<file path="src/rtl/cdb_arbiter_pkg.sv">
// cdb_arbiter_pkg: shared CDB packet type and machine-wide CDB/ROB sizing.
package cdb_arbiter_pkg;
    localparam int ROB_SIZE_CLOG = 5;
    localparam int DATA_W = 32;
    localparam int CDB_NUM_LANES = 2;
    typedef struct packed {
        logic                     v;
        logic [ROB_SIZE_CLOG-1:0] robid;
        logic [DATA_W-1:0]        data;
    } cdb_t;
endpackage

</file>
<file path="src/rtl/cdb_arbiter_rr_pick_n.sv">
// rr_pick_n: round-robin pick of up to LANES requesters starting at ptr_i.
module rr_pick_n #(
    parameter int N = 4,
    parameter int LANES = 2,
    localparam int IW = (N > 1) ? $clog2(N) : 1
) (
    input  logic [N-1:0]     req_i,
    input  logic [IW-1:0]    ptr_i,
    output logic [N-1:0]     gnt_o,
    output logic [IW-1:0]    lane_idx_o [LANES],
    output logic [LANES-1:0] lane_val_o,
    output logic [IW-1:0]    last_idx_o
);
    localparam int CW = $clog2(N + 1);
    logic [2*N-1:0] rot2, unrot2;
    logic [N-1:0]   rot, sel;
    logic [CW-1:0]  cnt;
    function automatic logic [IW-1:0] wrap(input logic [IW-1:0] p, input int k);
        int s;
        s = int'(p) + k;
        return IW'(s >= N ? s - N : s);
    endfunction
    // Rotate so ptr_i is bit 0, take the first LANES set bits, then rotate back.
    always_comb begin
        rot2 = {req_i, req_i} >> ptr_i;
        rot = rot2[N-1:0];
        sel = '0;
        cnt = '0;
        lane_val_o = '0;
        last_idx_o = ptr_i;
        for (int l = 0; l < LANES; l++) lane_idx_o[l] = '0;
        for (int k = 0; k < N; k++) begin
            if (rot[k] && int'(cnt) < LANES) begin
                sel[k] = 1'b1;
                for (int l = 0; l < LANES; l++) begin
                    if (int'(cnt) == l) begin
                        lane_idx_o[l] = wrap(ptr_i, k);
                        lane_val_o[l] = 1'b1;
                    end
                end
                last_idx_o = wrap(ptr_i, k);
                cnt = cnt + CW'(1);
            end
        end
        unrot2 = {sel, sel} << ptr_i;
        gnt_o = unrot2[2*N-1:N];
    end
endmodule

</file>
<file path="src/rtl/cdb_arbiter.sv">
// cdb_arbiter: round-robin arbitration of FU results onto registered CDB lanes.
module cdb_arbiter
    import cdb_arbiter_pkg::*;
#(
    parameter int NUM_REQ = 4,
    parameter int CDB_NUM_LANES = cdb_arbiter_pkg::CDB_NUM_LANES,
    localparam int PW = (NUM_REQ > 1) ? $clog2(NUM_REQ) : 1
) (
    input  logic               clk,
    input  logic               rst,
    input  logic [NUM_REQ-1:0] req_val,
    input  cdb_t               req_pkt [NUM_REQ],
    output logic [NUM_REQ-1:0] req_rdy,
    input  logic               flush,
    output cdb_t               cdb_out [CDB_NUM_LANES],
    output logic [PW-1:0]      rr_ptr
);
    logic [NUM_REQ-1:0]       req_en;
    logic [PW-1:0]            lane_idx [CDB_NUM_LANES];
    logic [CDB_NUM_LANES-1:0] lane_val;
    logic [PW-1:0]            last_idx, rr_ptr_d, rr_ptr_q;
    cdb_t                     cdb_d [CDB_NUM_LANES];
    cdb_t                     cdb_q [CDB_NUM_LANES];
    // Masking at the picker input keeps grants and lane valids consistent under rst/flush.
    assign req_en = (rst || flush) ? '0 : req_val;
    rr_pick_n #(.N(NUM_REQ), .LANES(CDB_NUM_LANES)) u_pick (
        .req_i      (req_en),
        .ptr_i      (rr_ptr_q),
        .gnt_o      (req_rdy),
        .lane_idx_o (lane_idx),
        .lane_val_o (lane_val),
        .last_idx_o (last_idx)
    );
    always_comb begin
        rr_ptr_d = flush ? '0 : !(|req_rdy) ? rr_ptr_q :
                   (int'(last_idx) == NUM_REQ - 1) ? '0 : last_idx + PW'(1);
        for (int l = 0; l < CDB_NUM_LANES; l++)
            cdb_d[l] = '{v: lane_val[l], robid: req_pkt[lane_idx[l]].robid, data: req_pkt[lane_idx[l]].data};
    end
    always_ff @(posedge clk) begin
        if (rst) begin
            rr_ptr_q <= '0;
            for (int l = 0; l < CDB_NUM_LANES; l++) cdb_q[l] <= '0;
        end else begin
            rr_ptr_q <= rr_ptr_d;
            cdb_q <= cdb_d;
        end
    end
    assign cdb_out = cdb_q;
    assign rr_ptr = rr_ptr_q;
endmodule
</file>
<file path="config.mk">
export PLATFORM = sky130hd
export DESIGN_NAME = cdb_arbiter
export DESIGN_NICKNAME = d
export VERILOG_FILES = /design/src/rtl/cdb_arbiter_pkg.sv /design/src/rtl/cdb_arbiter_rr_pick_n.sv /design/src/rtl/cdb_arbiter.sv
export SDC_FILE = /design/constraint.sdc
export NUM_CORES = 1
export LEC_CHECK = 0
export BUFFER_PORTS_ARGS = -buffer_cell sky130_fd_sc_hd__buf_2
export CAP_MARGIN = 20
export CORE_MARGIN = 5
export CORE_UTILIZATION = 45
export CTS_CLUSTER_DIAMETER = 100
export CTS_CLUSTER_SIZE = 20
export DETAILED_ROUTE_END_ITERATION = 8
export GPL_ROUTABILITY_DRIVEN = 1
export PLACE_DENSITY = 0.8
export SLEW_MARGIN = 20
export SYNTH_ARGS = -nofsm -noshare
export SYNTH_HDL_FRONTEND = slang
export SYNTH_SLANG_ARGS = --single-unit
</file>
<file path="constraint.sdc">
create_clock -name clk -period 4.2 [get_ports clk]
set_clock_uncertainty 0.2 [all_clocks]
set_input_delay 0.42 -clock clk [delete_from_list [all_inputs] [get_ports clk]]
set_output_delay 0.42 -clock clk [all_outputs]
set_load 0.05 [all_outputs]
</file>
== After elaboration in Yosys (flattened, before gate mapping) ==
Index checks and enable logic that the tools add are counted.
Cells by class
  mux-type cells: 42
  bitwise operators: 2
  equal/unequal tests: 4
  $add $sub $neg: 10
  reductions and logical operators: 9
  $lt $le $gt $ge: 9
  shifts and indexed selects: 2
Operators by type and width (count)
  binary-select mux 38 bit (select 2 bit): 2
  two-way mux 37 bit: 4
  two-way mux 2 bit: 19
  two-way mux 4 bit: 4
  greater-or-equal comparator 3 bit, second input constant: 5
  two-way mux 1 bit: 11
  zero test 3 bit: 3
  << shifter 8 x 2 -> 8 bit: 1
  >> shifter 8 x 2 -> 4 bit: 1
  subtractor 2 x 1 -> 2 bit, second input constant: 4
  adder 2 x 2 -> 3 bit, second input constant: 2
  equality test 3 x 2 -> 1 bit, second input constant: 2
  less-than comparator 3 x 2 -> 1 bit, second input constant: 2
  two-way mux 3 bit: 2
  NOT 2 -> 3 bit: 2
  OR reduction 4 bit: 1
  adder 2 x 1 -> 3 bit, second input constant: 1
  adder 3 x 1 -> 3 bit, second input constant: 1
  greater-or-equal comparator 2 x 3 -> 1 bit, second input constant: 1
  logical AND 1 bit: 3
  adder 1 x 1 -> 2 bit, second input constant: 1
  adder 2 x 1 -> 2 bit, second input constant: 1
  equality test 2 x 1 -> 1 bit, second input constant: 1
  less-than comparator 1 x 2 -> 1 bit, second input constant: 1
  other kinds (3): 3
Storage, ports and cells
  word-level logic and storage cells: 85
  flip-flop bits (word level): 78
  bits of input ports: 159
  output and inout bits: 82

== Logic depth before layout (Yosys ltp) ==
Gate-level depths: netlist (run 1).
  word-level depth: 17
  mapped depth: 16

== Cells and area by module ==
From an unflattened synthesis (run 1), not the netlist that was laid out.
Second synthesis, totals
  cells, all modules: 451
  area, all modules: 4813.4 µm²
Modules (own cells, without submodules)
  cdb_arbiter: area an instance 4082.7 µm², times used 1, cells each 352, sequential area each 1561.5 µm²
  rr_pick_n: area an instance 730.7 µm², times used 1, cells each 99, sequential area each 0.0 µm²

== Least setup slack after synthesis (run 1) ==
OpenSTA, ideal clock, no wires.
  path type: register to output
  start: register with a tool-made name
  end: output req_rdy[3]
  data required time: 3.580 ns
  setup slack: -0.301 ns
  data arrival time: 3.881 ns
  cell stages (with the launch flop): 14
  cells stage by stage: dfxtp_1 > buf_6 > clkbuf_1 > mux4_2 > and2_1 > clkbuf_1 > ha_1 > nor3_1 > inv_1 > a211o_1 > buf_2 > o21ai_0 > nor2_1 > a21oi_1
RTL lines
  end: declaration: line cdb_arbiter.sv:13  | output logic [NUM_REQ-1:0] req_rdy,

== Worst setup path after layout (run 1) ==
  start: register rr_ptr_q[1], in the netlist rr_ptr[1]
  end: output req_rdy[3]
Between the ends
  longest elaborated chain between the ends: 12
  elaborated cells between the ends (all ways): 17
  classes of those cells: add/sub (2); order compare (3); shift (2); mux (7); reduce/logical (3)
RTL lines
  start: declaration: line cdb_arbiter.sv:21  | logic [PW-1:0] last_idx, rr_ptr_d, rr_ptr_q;
  start signal: assignment: line cdb_arbiter.sv:45  | rr_ptr_q <= rr_ptr_d;
  >> shifter 8 x 2 -> 4 bit: line cdb_arbiter_rr_pick_n.sv:25  | rot2 = {req_i, req_i} >> ptr_i;
  two-way mux 1 bit: line cdb_arbiter_rr_pick_n.sv:33  | if (rot[k] && int'(cnt) < LANES) begin
  less-than comparator 1 x 2 -> 1 bit: line cdb_arbiter_rr_pick_n.sv:33
  logical AND 1 bit: line cdb_arbiter_rr_pick_n.sv:33
  two-way mux 3 bit: line cdb_arbiter_rr_pick_n.sv:33
  less-than comparator 3 x 2 -> 1 bit: line cdb_arbiter_rr_pick_n.sv:33
  logical AND 1 bit: line cdb_arbiter_rr_pick_n.sv:33
  two-way mux 3 bit: line cdb_arbiter_rr_pick_n.sv:33
  less-than comparator 3 x 2 -> 1 bit: line cdb_arbiter_rr_pick_n.sv:33
  logical AND 1 bit: line cdb_arbiter_rr_pick_n.sv:33
  two-way mux 1 bit: line cdb_arbiter_rr_pick_n.sv:33
  << shifter 8 x 2 -> 8 bit *: line cdb_arbiter_rr_pick_n.sv:45  | unrot2 = {sel, sel} << ptr_i;
Mark *: on every way between the ends. The rest lies on a longest branch, timed or not.

==> results.md, run 1 <==
Status:
- The run finished with clean final reports.

Logic synthesis:
- The number of distinct standard cells referenced by the synthesized netlist is 48.
- Of the total synthesized cell area, the portion taken by XOR and XNOR cells is 0.007533.
- The sequential area share after synthesis is 0.3358.
- Synthesis handed over a netlist of 454 instances.
- The synthesized netlist occupies a cell area of 4651 um^2.
- The combinational family with the most area after synthesis is multiplexers.
- After synthesis, the cell types taking the most area are sky130_fd_sc_hd__dfxtp_1 (34%), sky130_fd_sc_hd__mux2i_1 (33%), sky130_fd_sc_hd__o22ai_1 (10%), sky130_fd_sc_hd__buf_12 (2.6%), sky130_fd_sc_hd__buf_6 (2.4%).
- The post-synthesis simple-gate area fraction is 0.05542.
- Of the total synthesized cell area, the portion taken by full adders, half adders and majority gates is 0.008071.
- A synthesized cell averages 10.24 um^2.
- After synthesis, the share of cell area in mux cells is 0.3425.
- The most used flip-flop cell after synthesis is sky130_fd_sc_hd__dfxtp_1.
- The post-synthesis cell type with the largest combined area is sky130_fd_sc_hd__dfxtp_1.
- Of the post-synthesis cell area, the dominant cell type holds 0.3358.
- The post-synthesis compound-gate area fraction is 0.1660.
- For this run, the number of Yosys warnings is 0.
- By count the netlist is led by sky130_fd_sc_hd__mux2i_1 (152), sky130_fd_sc_hd__dfxtp_1 (78), sky130_fd_sc_hd__o22ai_1 (76), sky130_fd_sc_hd__buf_2 (13), sky130_fd_sc_hd__nor2_1 (13).
- The synthesized net count is 616.
- The cell with the most instances after synthesis is sky130_fd_sc_hd__mux2i_1.
- The fraction of registers with async set or reset after synthesis is 0.
- The count of flip-flops with a built-in enable after synthesis is 0.
- The number of storage elements in the synthesis netlist is 78.

Floorplanning:
- The effective utilization at floorplan is 0.4566.
- The number of rows created at floorplan is 37.
- The number of top-level pins is 241.
- The placeable core area is 10,180 um^2.
- The height of the die is 111.7 um.
- The overall die width is 111.7 um.
- The die covers 12,470 um^2.

CTS:
- The number of buffers inserted during clock tree synthesis is 9.
- The clock root buffer is sky130_fd_sc_hd__clkbuf_8.
- The number of setup buffers added after CTS is 0.
- The total of hold buffers inserted after clock tree synthesis is 0.
- TritonCTS built the clock tree.
- The H-tree generated during clock tree synthesis spans 3 levels.
- The clock reaches the later pin of the worst-skew pair after 0.35 ns.
- The number of instances resized during post-cts repair is 0.
- The post-CTS clock slew at the launch and capture registers of the worst setup and hold paths is 0.09 ns.
- The number of buffers on the longest clock path is 2.
- Counting every sink on the clock net gives 78.

Critical path:
- In this run the worst path has a maximum fanout of 11.
- The worst path arrival time is 3.28 ns.
- The class of the most critical setup path is reg -> out.
- For the worst flop-to-flop path, the logic depth is 11.
- The worst endpoint required time is 3.58 ns.
- The worst setup path is captured at an output pin.
- The startpoint class of the critical path is a flop.

Power and ir drop:
- The leakage dissipation is 2.607 nW.
- The total power per unit cell area is 405.8 nW/um^2.
- The worst supply voltage drop on vdd is 210.5 uV.

Timing:
- In the finished design, the share of the clock period the worst path needs comes to 0.9276.
- Setup repair after global routing left no endpoint under its margin.
- Measured against its own limit, the worst slew margin works out to 0.6704.
- The final hold violation count is 0.
- The maximum clock rate is 256.7 MHz.
- Setup violations remaining at the end of the flow were counted as 0.
- At the pin with the least slew margin, the transition time is 0.4945 ns.
- The final-report max-slew violation count is 0.
- The clock period could shrink to 3.896 ns.

Global routing:
- The number of antenna violations at the first check in global routing was 0.
- The via count of the first global-routing pass was 4,798.
- The global-route usage over all layers is 0.2393.
- Entering global routing, the biggest net connects 45 pins.
- Global routing finished with a remaining overflow of 0.
- The global-route wire length before repair is 24,410 um.

Run:
- The tool flagged a number of max-cap violations equal to 0.

Hold path:
- The min-delay analysis places its worst path in the category in -> reg.
- Counting instances, the worst hold path has a depth of 3.

Drt:
- The number of design-rule violations left by the first detailed-router iteration is 331.
- After detailed routing, the number of remaining DRC violations is 0.
- The overall routed net length is 15,630 um.
- The number of optimization iterations in the first detailed-route pass is 5.
- The residual antenna-violating net count after detailed routing is 0.
- The routed length per placed instance is 19.18 um.
- The mean number of vias per cell is 5.723.
- The total number of vias is 4,664.

Cells and area:
- The number of antenna cells inserted is 0.
- The area added between synthesis and finish is 29.86%.
- The final core utilization is 0.5930.
- The final-stage net count is 836.
- The count of placed standard cells in the final layout, fillers left out is 815.
- The proportion of layout cells with a drive suffix above 1 is 0.4138.

Placement:
- Input and output buffers added on the ports amount to 236.
- The placed cell count is 799.
- At the end of routability-driven placement, the weighted congestion stood at 0.8887.
- The detailed-placement wirelength estimate is 11,440 um.
[flip-flops by register name (all words and copies together), names as in the netlist, named ones only]
name,count
cdb_out,76
rr_ptr,1
[layer usage]
layer  up-vias  GRT usage  wire (um)
met4         0    0.07948        354
met3        26    0.05109        952
met5         -          0          0
met1      2253     0.2742       6182
li1       2170          -          -
met2       215     0.4392       8139
[final cells by class]
| class | instances | area, um^2 |
|---|---|---|
| fillers | 936 | 4145 |
| multi-input cells | 326 | 2729 |
| flip-flops and latches | 78 | 1562 |
| repair buffers | 253 | 1359 |
| well taps | 136 | 170.2 |
| clock buffers | 11 | 141.4 |
| clock inverters | 5 | 56.30 |
| inverters | 6 | 22.52 |
[critical path: stages (launching register included)]
cell and delay (ns):
sky130_fd_sc_hd__dfxtp_1 0.39, sky130_fd_sc_hd__mux4_2 0.52, sky130_fd_sc_hd__and2_1 0.23, sky130_fd_sc_hd__ha_1 0.25
sky130_fd_sc_hd__nor3_1 0.25, sky130_fd_sc_hd__inv_1 0.12, sky130_fd_sc_hd__a211o_1 0.38, sky130_fd_sc_hd__o21ai_0 0.32
sky130_fd_sc_hd__nor2_1 0.10, sky130_fd_sc_hd__a21oi_2 0.10, sky130_fd_sc_hd__buf_2 0.27
[power breakdown]
group	leakage (nW)	switching [mW]	total (mW)	internal [mW]
clock	0.0997	0.295	0.587	0.292
sequential	0.650	0.0259	0.858	0.832
combinational	1.86	0.675	1.01	0.331
total	2.61	0.996	2.45	1.45
[through the flow]
step	setup WS, ns	setup TNS [ns]	hold WS, ns	area (um^2)	power, mW
floorplan	-0.2131	-0.4281	0.2924	4654	1.639
global placement	0.4259	0	0.4913	5842	1.850
detailed placement	0.3258	0	0.5227	5842	1.879
CTS	0.3057	0	0.1418	6040	2.458
global route	0.07895	0	0.1410	6040	2.555
finish	0.3042	0	0.1582	6040	2.451
[layout by cell type (no fill, tap or decap), drive strengths merged, types with 2 or more instances in the layout]
cell type  count
a21oi          6
a311oi         3
a31oi          2
and2           4
buf          253
clkbuf        11
clkinv         2
dfxtp         78
ha             3
inv            7
mux2           2
mux2i        152
mux4           2
nand2         12
nand2b         4
nand3          2
nor2          13
nor2b          3
nor3           2
o21ai         13
o22ai         78
or3            2
or3b           2
xnor2          4
[final timing paths]
kind	slack, ns	start	to
max reg2reg	0.53	rr_ptr[1]	cdb_out[22]
min reg2reg	0.77	rr_ptr[1]	rr_ptr[1]
max	0.30	rr_ptr[1]	req_rdy[3]
min	0.16	req_pkt[131]	cdb_out[55]
[logic make-up (layout without fill, tap and decap cells)]
kind of cell	Yosys count	count (layout)
muxes	156	156
AOI/OAI and AO/OA	114	114
DFF	78	78
buffers and inverters	50	275
and+or+nand+nor	49	49
xor gates and xnor gates	4	4
adders and majority gates	3	3
Power figures use the tool's default switching activity.
==> run 2, diff against run 1 <==
==> constraint.sdc (replaced) <==
create_clock -name clk -period 3.9 [get_ports clk]
set_clock_uncertainty 0.2 [all_clocks]
set_input_delay 0.39 -clock clk [delete_from_list [all_inputs] [get_ports clk]]
set_output_delay 0.39 -clock clk [all_outputs]
set_load 0.05 [all_outputs]
==> results.md, run 2 (synthesized netlist as in run 1, its figures left out) <==
Status:
- The flow ran to the end, and the final reports show no timing, DRC or antenna violations.

Hold path:
- The class of the tightest hold or removal check is in -> reg.
- The cell depth of the worst hold path is 3.

Critical path:
- The first element of the critical path is rr_ptr[1].
- The setup check on the worst reg-to-reg path leaves a slack of 0.29 ns.
- The class of the most critical setup path is reg -> out.
- The worst endpoint required time is 3.31 ns.
- The delay contributed by the slowest stage of the critical path is 0.50 ns.
- The top fanout value on the critical path is 11.
- The worst setup path is captured at an output pin.
- The number of cells on the worst reg-to-reg path is 11.
- Data on the critical path arrives at its endpoint at 3.07 ns.
- In this run the worst setup path terminates at req_rdy[3].
- The slowest stage of the critical path is the sky130_fd_sc_hd__mux4_2 cell.
- The startpoint class of the critical path is a flop.
- Walking the worst path, the cells encountered are mux4_2, and2_1, ha_1, nor3_4, inv_1, a211o_2, o21ai_1, nor2_1, a21oi_4, clkbuf_4.
- The source of the worst register-to-register timing path is rr_ptr[1].
- The destination of the worst register-to-register timing path is cdb_out[31].

Cells and area:
- At the end of the flow, the number of nets in the layout was 841.
- The top cell types in the final layout, fill and taps aside, are sky130_fd_sc_hd__buf_2 (234), sky130_fd_sc_hd__mux2i_1 (152), sky130_fd_sc_hd__o22ai_1 (76), sky130_fd_sc_hd__dfxtp_1 (76), sky130_fd_sc_hd__buf_4 (18).
- The register with the most flip-flops in the layout has 76 of them.
- The area added between synthesis and finish is 31.80%.
- In the final layout, the share of cells above drive strength 1 is 0.4298.
- Leaving out filler cells and counting taps, the final layout contains 822.
- The most common library cell in the layout ignoring fill and taps is sky130_fd_sc_hd__buf_2.

CTS:
- The CTS tree is built.
- The clock passes through at most 2 buffers.
- The number of instances resized during post-cts repair is 1.
- The total of hold buffers inserted after clock tree synthesis is 0.
- The post-CTS setup-driven buffer insertion count is 0.
- The clock reaches the later pin of the worst-skew pair after 0.35 ns.
- CTS saw 78 sinks.
- The number of buffers inserted during clock tree synthesis is 9.
- The tree is rooted in a sky130_fd_sc_hd__clkbuf_8.
- The H-tree was split into 3 levels.
- After clock tree synthesis, the clock-pin slew on the worst setup and hold paths is 0.09 ns.

Placement:
- The last weighted congestion value of the routability-driven placer is 0.9137.
- Including well taps, the total number of placed cells is 804.
- Prior to clock tree synthesis, the placed netlist has a worst setup slack of -0.04942 ns.
- In this run the tool buffered the top-level ports with 236 buffer cells.
- The detailed-placement wirelength estimate is 11,860 um.

Timing:
- The worst-margin pin slew is 0.3889 ns.
- The final number of setup-violating endpoints is 0.
- The shortest period the worst path allows is 3.664 ns.
- The final hold violation count was 0.
- The final-report max-slew violation count is 0.
- The normalized max-slew margin is 0.7407.
- For this run, the top clock speed supported by timing is 272.9 MHz.
- Setup slack closes at 0.2362 ns.
- Final hold analysis gives a worst-case slack of 0.1272 ns.
- The share of the cycle needed by the critical path after routing is 0.9394.
- Setup repair after global routing left no endpoint under its margin.

Power and ir drop:
- The total power per unit cell area is 435.2 nW/um^2.
- The worst supply voltage drop on vdd is 200.6 uV.
- The analysis attributes to cell leakage a power of 2.640 nW.

Floorplanning:
- The die area is 12,470 um^2.
- The floorplan has 37 rows.
- The number of top-level pins is 241.
- For this configuration, the core starts out at a cell density of 0.4566.
- The height of the die is 111.7 um.
- The region available for standard cell placement spans 10,180 um^2.
- The die is 111.7 um wide.

Global routing:
- The number of antenna violations at the first check in global routing is 1.
- In the global route stage, overall resource usage came out at 0.2433.
- For this run the aggregate overflow at the end of global routing stands at 0.
- For this run, global-route usage on met1 was measured as 0.2813.
- The global routing's busiest layer is met2.
- For met3 alone, demand over resource in global routing was 0.05326.
- For met2 alone, demand over resource in global routing was 0.4329.
- The pin count of the biggest net entering global routing is 43.
- The first global-routing pass estimated 24,980 um of wire.
- The via count of the first global-routing pass is 4,946.

Drt:
- The detailed-route DRC error count is 0.
- The number of optimization iterations in the first detailed-route pass is 5.
- The overall routed net length is 15,700 um.
- The residual antenna-violating net count after detailed routing is 0.
- The routed length per placed instance is 19.10 um.
- The mean number of vias per cell is 5.674.
- The total number of vias is 4,664.
- After the first detailed-routing iteration, the DRC count stood at 354.

Run:
- Max-cap violations in this run came to 0.
[run 2: changes by cell type in the layout (fill, tap and decap cells not counted), sizes merged]
cell    change
buf         +3
clkbuf      +2
diode       +2
[run 2: worst max-delay path: cells and delay by family, from the launching register on]
| kind | cells | cell delay, ns |
|---|---|---|
| AOI/OAI and AO/OA | 3 | 0.70 |
| DFF | 1 | 0.36 |
| adders and majority gates | 1 | 0.25 |
| and+or+nand+nor | 3 | 0.56 |
| buffers and inverters | 2 | 0.35 |
| muxes | 1 | 0.50 |
[run 2: how the worst min path moves through the flow]
stage                      start     endpoint  slack (ns)
floorplan                    rst  cdb_out[37]        0.26
global placement    req_pkt[107]  cdb_out[31]        0.48
detailed placement           rst  cdb_out[37]        0.49
CTS                 req_pkt[149]  cdb_out[73]        0.11
global route         req_pkt[94]  cdb_out[18]        0.13
finish              req_pkt[149]  cdb_out[73]        0.13
[run 2: layer usage]
layer	share of wire	wire [um]	vias to the layer above
met5	0	0	-
met4	0.030	465	0
met3	0.069	1080	42
met2	0.51	7972	228
met1	0.39	6180	2209
li1	-	-	2185
[run 2: stage by stage]
step                total power, mW  setup TNS, ns    util  instance area [um^2]
detailed placement            2.035        -0.4236  0.5792                  5899
global route                  2.786              0  0.6016                  6127
global placement              2.002              0  0.5792                  5899
CTS                           2.681              0  0.6001                  6112
finish                        2.667              0  0.6018                  6130
floorplan                     1.768              0       -                  4673
[run 2: layout make-up]
type / count / area, um^2
Antenna cell: 2 / 5.005
Clock buffer: 11 / 151.4
Clock inverter: 5 / 56.30
Fill cell: 864 / 4055
Inverter: 6 / 22.52
Multi-Input combinational cell: 326 / 2759
Sequential cell: 78 / 1564
Tap cell: 136 / 170.2
Timing Repair Buffer: 258 / 1401
[run 2: where the power goes]
part / switching, mW / internal [mW] / total, mW
Combinational: 0.729 / 0.364 / 1.09
Sequential: 0.0291 / 0.896 / 0.925
Clock: 0.318 / 0.331 / 0.649
Total: 1.08 / 1.59 / 2.67
